==> src/rtl/bcd_segment_decoder.sv <==
// Registered BCD/hex to seven-segment decoder for one display digit.
// Output bit order is a_g[6]=a ... a_g[0]=g; polarity and handling of codes 10..15 are set by parameters.
module bcd_segment_decoder #(
   parameter int unsigned HEX_MODE   = 0,
   parameter int unsigned ACTIVE_LOW = 0
) (
   input  logic       clk,
   input  logic       rst,
   input  logic [3:0] num,
   input  logic       blank,
   output logic [6:0] a_g,
   output logic       err
);

   localparam logic [6:0] OFF = (ACTIVE_LOW != 0) ? 7'h7F : 7'h00;

   logic [6:0] raw;
   logic [6:0] next_seg;
   logic       invalid;
   logic       next_err;

   always_comb begin
      raw     = '0;
      invalid = 1'b0;
      case (num)
         4'd0: raw = 7'h7E;
         4'd1: raw = 7'h30;
         4'd2: raw = 7'h6D;
         4'd3: raw = 7'h79;
         4'd4: raw = 7'h33;
         4'd5: raw = 7'h5B;
         4'd6: raw = 7'h5F;
         4'd7: raw = 7'h70;
         4'd8: raw = 7'h7F;
         4'd9: raw = 7'h7B;
         4'hA: if (HEX_MODE != 0) raw = 7'h77; else invalid = 1'b1;
         4'hB: if (HEX_MODE != 0) raw = 7'h1F; else invalid = 1'b1;
         4'hC: if (HEX_MODE != 0) raw = 7'h4E; else invalid = 1'b1;
         4'hD: if (HEX_MODE != 0) raw = 7'h3D; else invalid = 1'b1;
         4'hE: if (HEX_MODE != 0) raw = 7'h4F; else invalid = 1'b1;
         default: if (HEX_MODE != 0) raw = 7'h47; else invalid = 1'b1;
      endcase
   end

   // Blanking wins over the decode and clears err; inversion is applied last.
   always_comb begin
      next_seg = raw;
      next_err = invalid;
      if (blank) begin
         next_seg = '0;
         next_err = 1'b0;
      end
      if (ACTIVE_LOW != 0) next_seg = ~next_seg;
   end

   always_ff @(posedge clk or negedge rst) begin
      if (!rst) begin
         a_g <= OFF;
         err <= 1'b0;
      end else begin
         a_g <= next_seg;
         err <= next_err;
      end
   end

endmodule

==> config.mk <==
export PLATFORM = sky130hd
export DESIGN_NAME = bcd_segment_decoder
export DESIGN_NICKNAME = d
export VERILOG_FILES = /design/src/rtl/bcd_segment_decoder.sv
export SDC_FILE = /design/constraint.sdc
export NUM_CORES = 1
export LEC_CHECK = 0
export ABC_AREA = 1
export ABC_CLOCK_PERIOD_IN_PS = 800
export CAP_MARGIN = 5
export CELL_PAD_IN_SITES_DETAIL_PLACEMENT = 1
export CELL_PAD_IN_SITES_GLOBAL_PLACEMENT = 2
export CORE_MARGIN = 3
export CORE_UTILIZATION = 19
export DETAILED_ROUTE_END_ITERATION = 7
export PLACE_DENSITY_LB_ADDON = 0.1
export SLEW_MARGIN = 20
export SYNTH_ARGS = -nofsm -noshare
export SYNTH_HDL_FRONTEND = slang
export SYNTH_SLANG_ARGS = --single-unit
==> constraint.sdc <==
create_clock -name clk -period 0.8 [get_ports clk]
set_clock_uncertainty 0.1 [all_clocks]
set_input_delay 0.24 -clock clk [delete_from_list [all_inputs] [get_ports clk]]
set_output_delay 0.24 -clock clk [all_outputs]
set_load 0.005 [all_outputs]
* Word level (Yosys, flattened, before mapping)
Index checks and enable logic that the tools add are counted.
** Word-level totals
- Bits in registers :: 8
- Input bits :: 7
- Output and inout bits :: 8
- Word-level logic and storage cells :: 17
** Operators by class
- Eq/ne operators :: 9
- Mux-type cells :: 4
- Reductions and logical operators :: 2
** Operator list (count)
- 7-bit one-hot mux with 10 select lines :: 1
- 4-bit by 3-bit == test with 1-bit output, second input constant :: 4
- 10-bit OR reduction :: 1
- 4-bit by 2-bit == test with 1-bit output, second input constant :: 2
- 4-bit == test, second input constant :: 2
- 7-bit 2-to-1 mux :: 1
- 4-bit by 1-bit == test with 1-bit output, second input constant :: 1
- 4-bit zero test :: 1
- 1-bit 2-to-1 mux :: 2

* Longest topological paths before layout
- Depth after elaboration :: 4
- Depth in mapped cells :: 6
- Mapped depth without buffers :: 6

* Worst setup path before layout
OpenSTA, ideal clock, no wires.
- Path type :: input-to-reg
- Start :: in num[2]
- End :: reg a_g[3]
- Setup time :: 0.071 ns
- Arrival time :: 0.665 ns
- Path slack :: -0.036 ns
- Cell stages on the path :: 5
- Buffers on the path :: 0
- Cell sequence :: nor2_2 -> nand2_1 -> nand3_2 -> nor2_1 -> nor2_1
** On the way
- Longest elaborated chain between the ends :: 3
- Elaborated cells between the ends (all ways) :: 12
** Ends and longest elaborated chain
- start, declared :: line 9 : input logic [3:0] num,
- 4-bit == test (tied with other cells) :: line 25 : case (num)
- 7-bit one-hot mux with 10 select lines * :: line 25
- 7-bit 2-to-1 mux * :: line 49 : if (blank) begin
- net next_seg[3] :: line 18 : logic [6:0] next_seg;
- end signal, assigned :: line 61 : a_g <= next_seg;
- end, declared :: line 11 : output logic [6:0] a_g,
The timed path passes the listed nets; every way through them passes the cells marked *.

* Worst setup path in the final report
- Start :: reg a_g[5]
- End :: out a_g[5]
No word-level cell between the ends.

==> summary.txt <==
Floorplan
  – Cell Rows: 15
  – Core Region: around 1800 sq um
  – Horiz. Die Dim: between 50 and 60 um
  – Die area: around 2600 sq um
  – I/O pin count: 15
  – Die height: ~51 um
  – Initial Util: 21.3%

Logic synthesis
  – Area contributors post-synth: dfrtp_1 (52%), nand2_1 (11%), nor2_1 (9.7%)
  – Most numerous cell in the Yosys netlist: nand2_1
  – Post-Syn Nets: between 50 and 60
  – Post-synth ARST share: 100%
  – Synth warn: 0
  – Commonest cells in the netlist: nand2_1 (11), nor2_1 (10), dfrtp_1 (8), a21oi_1 (5), inv_1 (4)
  – Number of synthesized register bits: 8
  – Seq/Total Area, Yosys: approximately half
  – Share of the synthesized area in the top cell type: around half
  – Synth cell types: 13
  – Mean cell area of the mapped netlist: 8.25 sq um
  – Cells after synthesis: 47
  – Primary FF master, synth: dfrtp_1
  – Post-synthesis cell area: between 300 and 400 sq um
  – Number of flops mapped to enable cells by yosys: 0
  – Synth area leader: dfrtp_1

Placement
  – Port bufs: 14
  – GPL Wtd Cong: about 0.76
  – Setup Slack @ Placement: -0.810 ns
  – HPWL after detailed placement: between 800 and 900 um
  – Inst Count DP: 93

Routing
  – Max layer used: met3
  – Metal2 WL: between 400 and 500 um
  – Met3 WL: between 70 and 80 um
  – Routed vias: ~400
  – Via density: between 4 and 5
  – Post-DRT Antenna Nets: 0
  – Avg WL per Cell: between 9 and 10 um
  – WL final: between 900 and 1000 um
  – Met1 wire length: approximately 400 um
  – Starting DRT DRC Count: 3
  – Post-route DRC: 0
  – DRT Pass-1 Iters: 2

Clocking
  – Num CTS Buffers: 3
  – Clock sinks: 8
  – CTS tree: done
  – Buffers from clock root to sink, at most: 2
  – H-tree depth: 1
  – Worst-path clk slew: ~0.05 ns
  – Root Buffer: clkbuf_4

Finish
  – Final core utilization: 37.1%
  – ANT cells: 0
  – Storage element area: between 200 and 250 sq um
  – Share of cells above drive strength 1: about three fifths
  – Finished Layout Cells: a little under 100
  – # nets final: just over 80
  – Fillers: about 230
  – Layout area overhead: 74.2%
  – Area of the multi-input gates: around 230 sq um

Hold path
  – Worst Hold Class: in2async

Worst setup path
  – CP max FO: 1
  – Delay of the slowest cell on the worst path: around 0.35 ns
  – Worst EP required: 0.46 ns
  – Endpoint class of the critical path: output port
  – Setup crit start kind: flop
  – Critical-path top delay cell: dfrtp_1
  – Critical path depth in cells: 1
  – Crit path max-delay family: flip-flops
  – CP arrival: ~0.7 ns
  – Crit path buffers/inverters: 1
  – Critical path type: reg2out
  – Cells along the critical path: buf_2
  – Worst Setup SP: a_g[5]
  – Worst Setup EP: a_g[5]

Timing
  – Worst relative slew slack: just under 90%
  – Worst Slack Setup Final: -0.251 ns
  – Max-slew violations: 0
  – Final Setup Violations: 8
  – Setup repair after global routing missed its margin: yes
  – Worst slew pin tran: 0.194 ns
  – Hold WS: 0.193 ns
  – Minimum clock period after layout: ~1.1 ns
  – Fin crit share: 131%
  – Final-report hold violation count: 0
  – Max Clk Rate: ~0.95 GHz

Status
  – Status: finished with violations
  – Failing checks: negative setup slack

Job
  – Max-cap violations: 0

Global route
  – Grt ovf: 0
  – Overall routing resource usage: between 8 and 9%
  – Initial antenna violation count: 0
  – First-pass GRT wire length: 1690 um
  – Largest net degree at the start of global routing: 7
  – Number of global-route vias before repair: 413

Power
  – Sw Pwr: approximately 230 uW
  – Clock power share: around 29%
  – Switching share of power: around a quarter
  – Pwr Density: around 1400 nW/um^2
  – Leak: 0.000350 uW
  – Internal power: about 720 uW
  – Maximum vdd drop: between 0.4 and 0.5 mV
  – Combinational Power Share: between 20% and 30%
  – Flop pwr share: 45.9%
==> per-stage QoR <==
step                      area, sq um  setup TNS (ns)  total power [uW]
final                             676           -1.96               949
after global routing              676           -2.39              1010
after CTS                         598           -2.09               929
after detailed placement          619           -8.43               670
after global placement            619           -8.16               666
after floorplan                   395               0               520
==> power by group through the flow <==
stage	sequential (uW)	clock, uW	combinational (uW)
after global routing	440	311	264
after detailed placement	443	0	226
after floorplan	448	0	72.0
after global placement	442	0	224
final	436	274	240
after CTS	436	293	200
==> registers in the layout (all words and copies together), names as in the netlist <==
register / flops
a_g: 7
err: 1
==> how the worst min path moves through the flow <==
stage	start	endpoint	slack, ns
finish	rst	err	0.19
global route	rst	a_g[3]	0.19
CTS	rst	err	0.19
detailed placement	rst	a_g[6]	0.45
global placement	rst	err	0.45
floorplan	rst	a_g[0]	-0.16
==> layout by cell type (no fill, tap or decap), drive strengths merged <==
master	n
o21bai	1
nand2	12
nor2	13
clkbuf	3
nand3	1
inv	5
nor3	1
buf	21
o21a	1
clkdlybuf4s50	1
a21oi	5
dfrtp	8
dlygate4sd2	1
==> logic make-up (layout without fill, tap and decap cells) <==
kind of cell           count (synthesis)  count (layout)  share of synthesized area, %
flip-flops                             8               8                          51.6
AO/OA/AOI/OAI                          7               7                          10.3
buffers and inverters                  5              31                          4.84
AND/OR/NAND/NOR                       27              27                          33.2
==> repair_timing <==
| item | in CTS | in global routing |
|---|---|---|
| buffers inserted | 1 | 1 |
| pin swaps | 2 | 8 |
| hold buffers | 0 | 0 |
| hold endpoints to repair | 0 | 0 |
| gates resized for setup | 54 | 24 |
| endpoints found under the setup margin | 16 | 12 |
==> layer usage <==
| metal | vias to the layer above | GRT usage (%) |
|---|---|---|
| met5 | - | 0 |
| met4 | 0 | 4.04 |
| met3 | 0 | 2.04 |
| met2 | 15 | 14.8 |
| met1 | 180 | 9.53 |
| li1 | 198 | - |
==> area by class of cell <==
class | instances | share of cell area, %
Tap cell | 25 | 4.63
Multi-Input combinational cell | 34 | 33.5
Sequential cell | 8 | 29.6
Timing Repair Buffer | 23 | 25.4
Inverter | 5 | 3.52
Clock buffer | 3 | 3.33
Power figures use the tool's default switching activity.
==> edit 1: new RTL, same flow settings <==
Make the reset (`rst`) synchronous in one clocked block.
--- a/src/rtl/bcd_segment_decoder.sv
+++ b/src/rtl/bcd_segment_decoder.sv
@@ -54,5 +54,5 @@
    end
 
-   always_ff @(posedge clk or negedge rst) begin
+   always_ff @(posedge clk) begin
       if (!rst) begin
          a_g <= OFF;
Formal check against the unedited RTL: differs if rst is asserted again (counterexample within 4 cycles, from zero or initial values and one cycle with rst low); with rst held inactive, the same outputs for 10 cycles.
==> edit 1 against the unedited design <==
- routed wire length grew 14%
- sequential cell count is the same
- power rose by 5.7%
- critical path type unchanged
- non-clock buffer count grew 8
- setup slack improved by 0.062 ns
- highest routed layer is now met4
- the flow still finishes with violations (negative setup slack)
- area after synthesis decreased by 10%
- largest cell class unchanged
- final area is 16% higher
- first-iteration DRC count is 33% higher
==> edit 1: results (changes against the unedited design) <==
stage,metric,value,unit,change
power_and_ir_drop,ir_drop,0.437,mV,+4.1%
hold_path,hp-class,input port to register,,
worst_setup_path,worstSetupEndpoint,a_g[6],,
yosys,yosysUniqueCellTypes,12,,-1
place,gp_congestion,0.742,,-2.6%
worst_setup_path,crit_path_start,a_g[6]$_SDFF_PP0_,,
status,run_status,"complete, but fails checks",,
grt,first_global_vias,412,,-0.24%
power_and_ir_drop,power.leakage,0.386,nW,+10%
final_layout,n_all_buffers,31,,+35%
final_layout,seqAreaFraction,0.204,,-0.0921
final_layout,fill_cells,207,,-10%
timing,finalSetupViolations,14,,+6
place,hpwl,816,um,-2.6%
drt,wirelength,1110,um,+14%
status,failed_checks,negative setup slack,,
final_layout,seq_cell_count,8,,unchanged
drt,via_count,430,,+9.4%
final_layout,drive_above_1_share,0.702,,+0.113
yosys,synth_nets,57,,+5.6%
drt,firstDrtPassIters,4,,+2
power_and_ir_drop,power.switching,0.263,mW,+14%
timing,worst_slack,-0.189,ns,+0.0619 ns
yosys,synth.area.top_cells,"dfxtp_1 46%, nor2_1 13%, nand2_1 12%",,
drt,drtIter0Drc,4,,+1
worst_setup_path,critPathSlowestCell,dfxtp_1,,
yosys,ys_seq_area_frac,0.459,,-0.0573
edit 1: changes by cell type after synthesis, sizes merged:
| cell | change |
|---|---|
| dfxtp | +8 |
| o21ai | +2 |
| nor3 | +1 |
| o21a | -1 |
| nand2 | -1 |
| a21oi | -1 |
| inv | +3 |
| dfrtp | -8 |
edit 1: power groups by stage:
| stage | registers [mW] | clock network (mW) | logic (mW) |
|---|---|---|---|
| after floorplan | 0.432 | 0 | 0.0819 |
| after global placement | 0.428 | 0 | 0.236 |
| after detailed placement | 0.428 | 0 | 0.238 |
| after CTS | 0.420 | 0.299 | 0.266 |
| after global routing | 0.421 | 0.318 | 0.326 |
| final | 0.420 | 0.286 | 0.298 |
edit 1: routing by layer:
| layer | part of all wire | wire, um | up-vias | GRT usage |
|---|---|---|---|---|
| met3 | 0.072 | 80 | 2 | 0.0306 |
| met1 | 0.34 | 381 | 191 | 0.106 |
| met2 | 0.57 | 629 | 15 | 0.167 |
| met5 | 0 | 0 | - | 0 |
| li1 | - | - | 222 | - |
| met4 | 0.014 | 16 | 0 | 0.0711 |
edit 1: cells by family after synthesis:
group,synth area share
AND/OR/NAND/NOR,0.337
AO/OA/AOI/OAI,0.118
flip-flops,0.459
buffers and inverters,0.0860
edit 1: repair_timing:
item,4_1_cts,5_1_grt
pin swaps,12,8
setup endpoints to repair,16,16
setup buffers,3,1
resized for setup,72,16
edit 1: metrics by stage:
stage               area [um^2]  TNS (ns)  hold WS (ns)  setup slack (ns)
CTS                         729     -1.80         0.250            -0.199
floorplan                   400   -0.0930         0.219           -0.0368
finish                      785     -1.73         0.245            -0.189
global placement            668     -8.12         0.843            -0.748
detailed placement          668     -8.16         0.843            -0.754
global route                785     -2.34         0.257            -0.234
==> edit 2: new RTL, config.mk and constraints unchanged <==
Made on the original files. Change the parameter `HEX_MODE` from 0 to 1.
--- a/src/rtl/bcd_segment_decoder.sv
+++ b/src/rtl/bcd_segment_decoder.sv
@@ -2,5 +2,5 @@
 // Output bit order is a_g[6]=a ... a_g[0]=g; polarity and handling of codes 10..15 are set by parameters.
 module bcd_segment_decoder #(
-   parameter int unsigned HEX_MODE   = 0,
+   parameter int unsigned HEX_MODE   = 1,
    parameter int unsigned ACTIVE_LOW = 0
 ) (
Check against the original RTL: not equivalent (Yosys sat finds a counterexample within 4 cycles, from zero or initial values and one cycle with rst low).
==> edit 2 against the unedited design <==
- the run still ends with negative setup slack left
- routed wire length rose by 32%
- setup slack got worse by 0.0035 ns
- final area rose by 17%
- non-clock buffer count rose by 2
- sequential power fell by 11%
- core utilization rose by 1.9 points
- hold slack got worse by 0.026 ns
- sequential cell count fell by 1
- power rose by 7.5%
- area after synthesis rose by 7.1%
==> edit 2: results (changes against the unedited design) <==
stage,metric,value,unit,change
timing,worst_slack,-0.254,ns,-0.00348 ns
place,gp_congestion,0.721,,-5.3%
yosys,syn_avg_cell_area,6.92,um^2,-16%
final_layout,multi_input_gates,39,,+15%
grt,grt_max_degree,8,,+1
yosys,synth.area.top_cells,"dfrtp_1 42%, nand2_1 16%, inv_1 7.2%",,
drt,wl_per_cell,11.3,um,+14%
final_layout,bufAreaShareNonClock,0.300,,+0.0463
timing,hold_slack,0.167,ns,-0.0256 ns
timing,finalSetupViolations,9,,+1
grt,grt.total_usage,0.111,,+0.0265
final_layout,multi_input_area_share,0.332,,-0.00344
final_layout,multi_input_area,262,um^2,+15%
status,run_status,"complete, but fails checks",,
final_layout,seqAreaFraction,0.222,,-0.0741
final_layout,nonClockInverterCount,12,,+7
place,portBuffers,13,,-1
drt,drtIter0Drc,1,,-2
drt,firstDrtPassIters,4,,+2
yosys,synth_nets,67,,+24%
drt,via_count,437,,+11%
floorplanning,core_area,0.00202,mm^2,+11%
final_layout,clkCellAreaFrac,0.0333,,about the same
final_layout,clkbuf_count,4,,+1
drt,m1WireLength,471,um,+17%
drt,wl_met2,744,um,+50%
status,failed_checks,negative setup slack,,
power_and_ir_drop,power.leakage,0.418,nW,+19%
power_and_ir_drop,power.switching,0.285,mW,+24%
==> edit 2: kinds of logic (layout without fill, tap and decap cells) <==
logic type      Yosys count  count (layout)  share of synthesized area
buf+inv                  14              41                      0.139
flops                     7               7                      0.422
simple gates             32              32                      0.349
compound gates            6               6                     0.0813
other cells               1               1                    0.00903
==> edit 2: final timing paths <==
kind / end / startpoint
worst max-delay path: a_g[0] / a_g[0]$_DFF_PN0_
max in group asynchronous: a_g[5]$_DFF_PN0_ / rst
min in group clk: a_g[2]$_DFF_PN0_ / num[3]
worst min-delay path: a_g[3]$_DFF_PN0_ / rst
==> edit 2: power by group through the flow <==
| stage | Combinational (mW) | Clock (mW) | Sequential (mW) |
|---|---|---|---|
| global placement | 0.273 | 0 | 0.393 |
| CTS | 0.280 | 0.323 | 0.386 |
| global route | 0.366 | 0.365 | 0.388 |
| floorplan | 0.114 | 0 | 0.399 |
| finish | 0.328 | 0.306 | 0.386 |
| detailed placement | 0.271 | 0 | 0.394 |
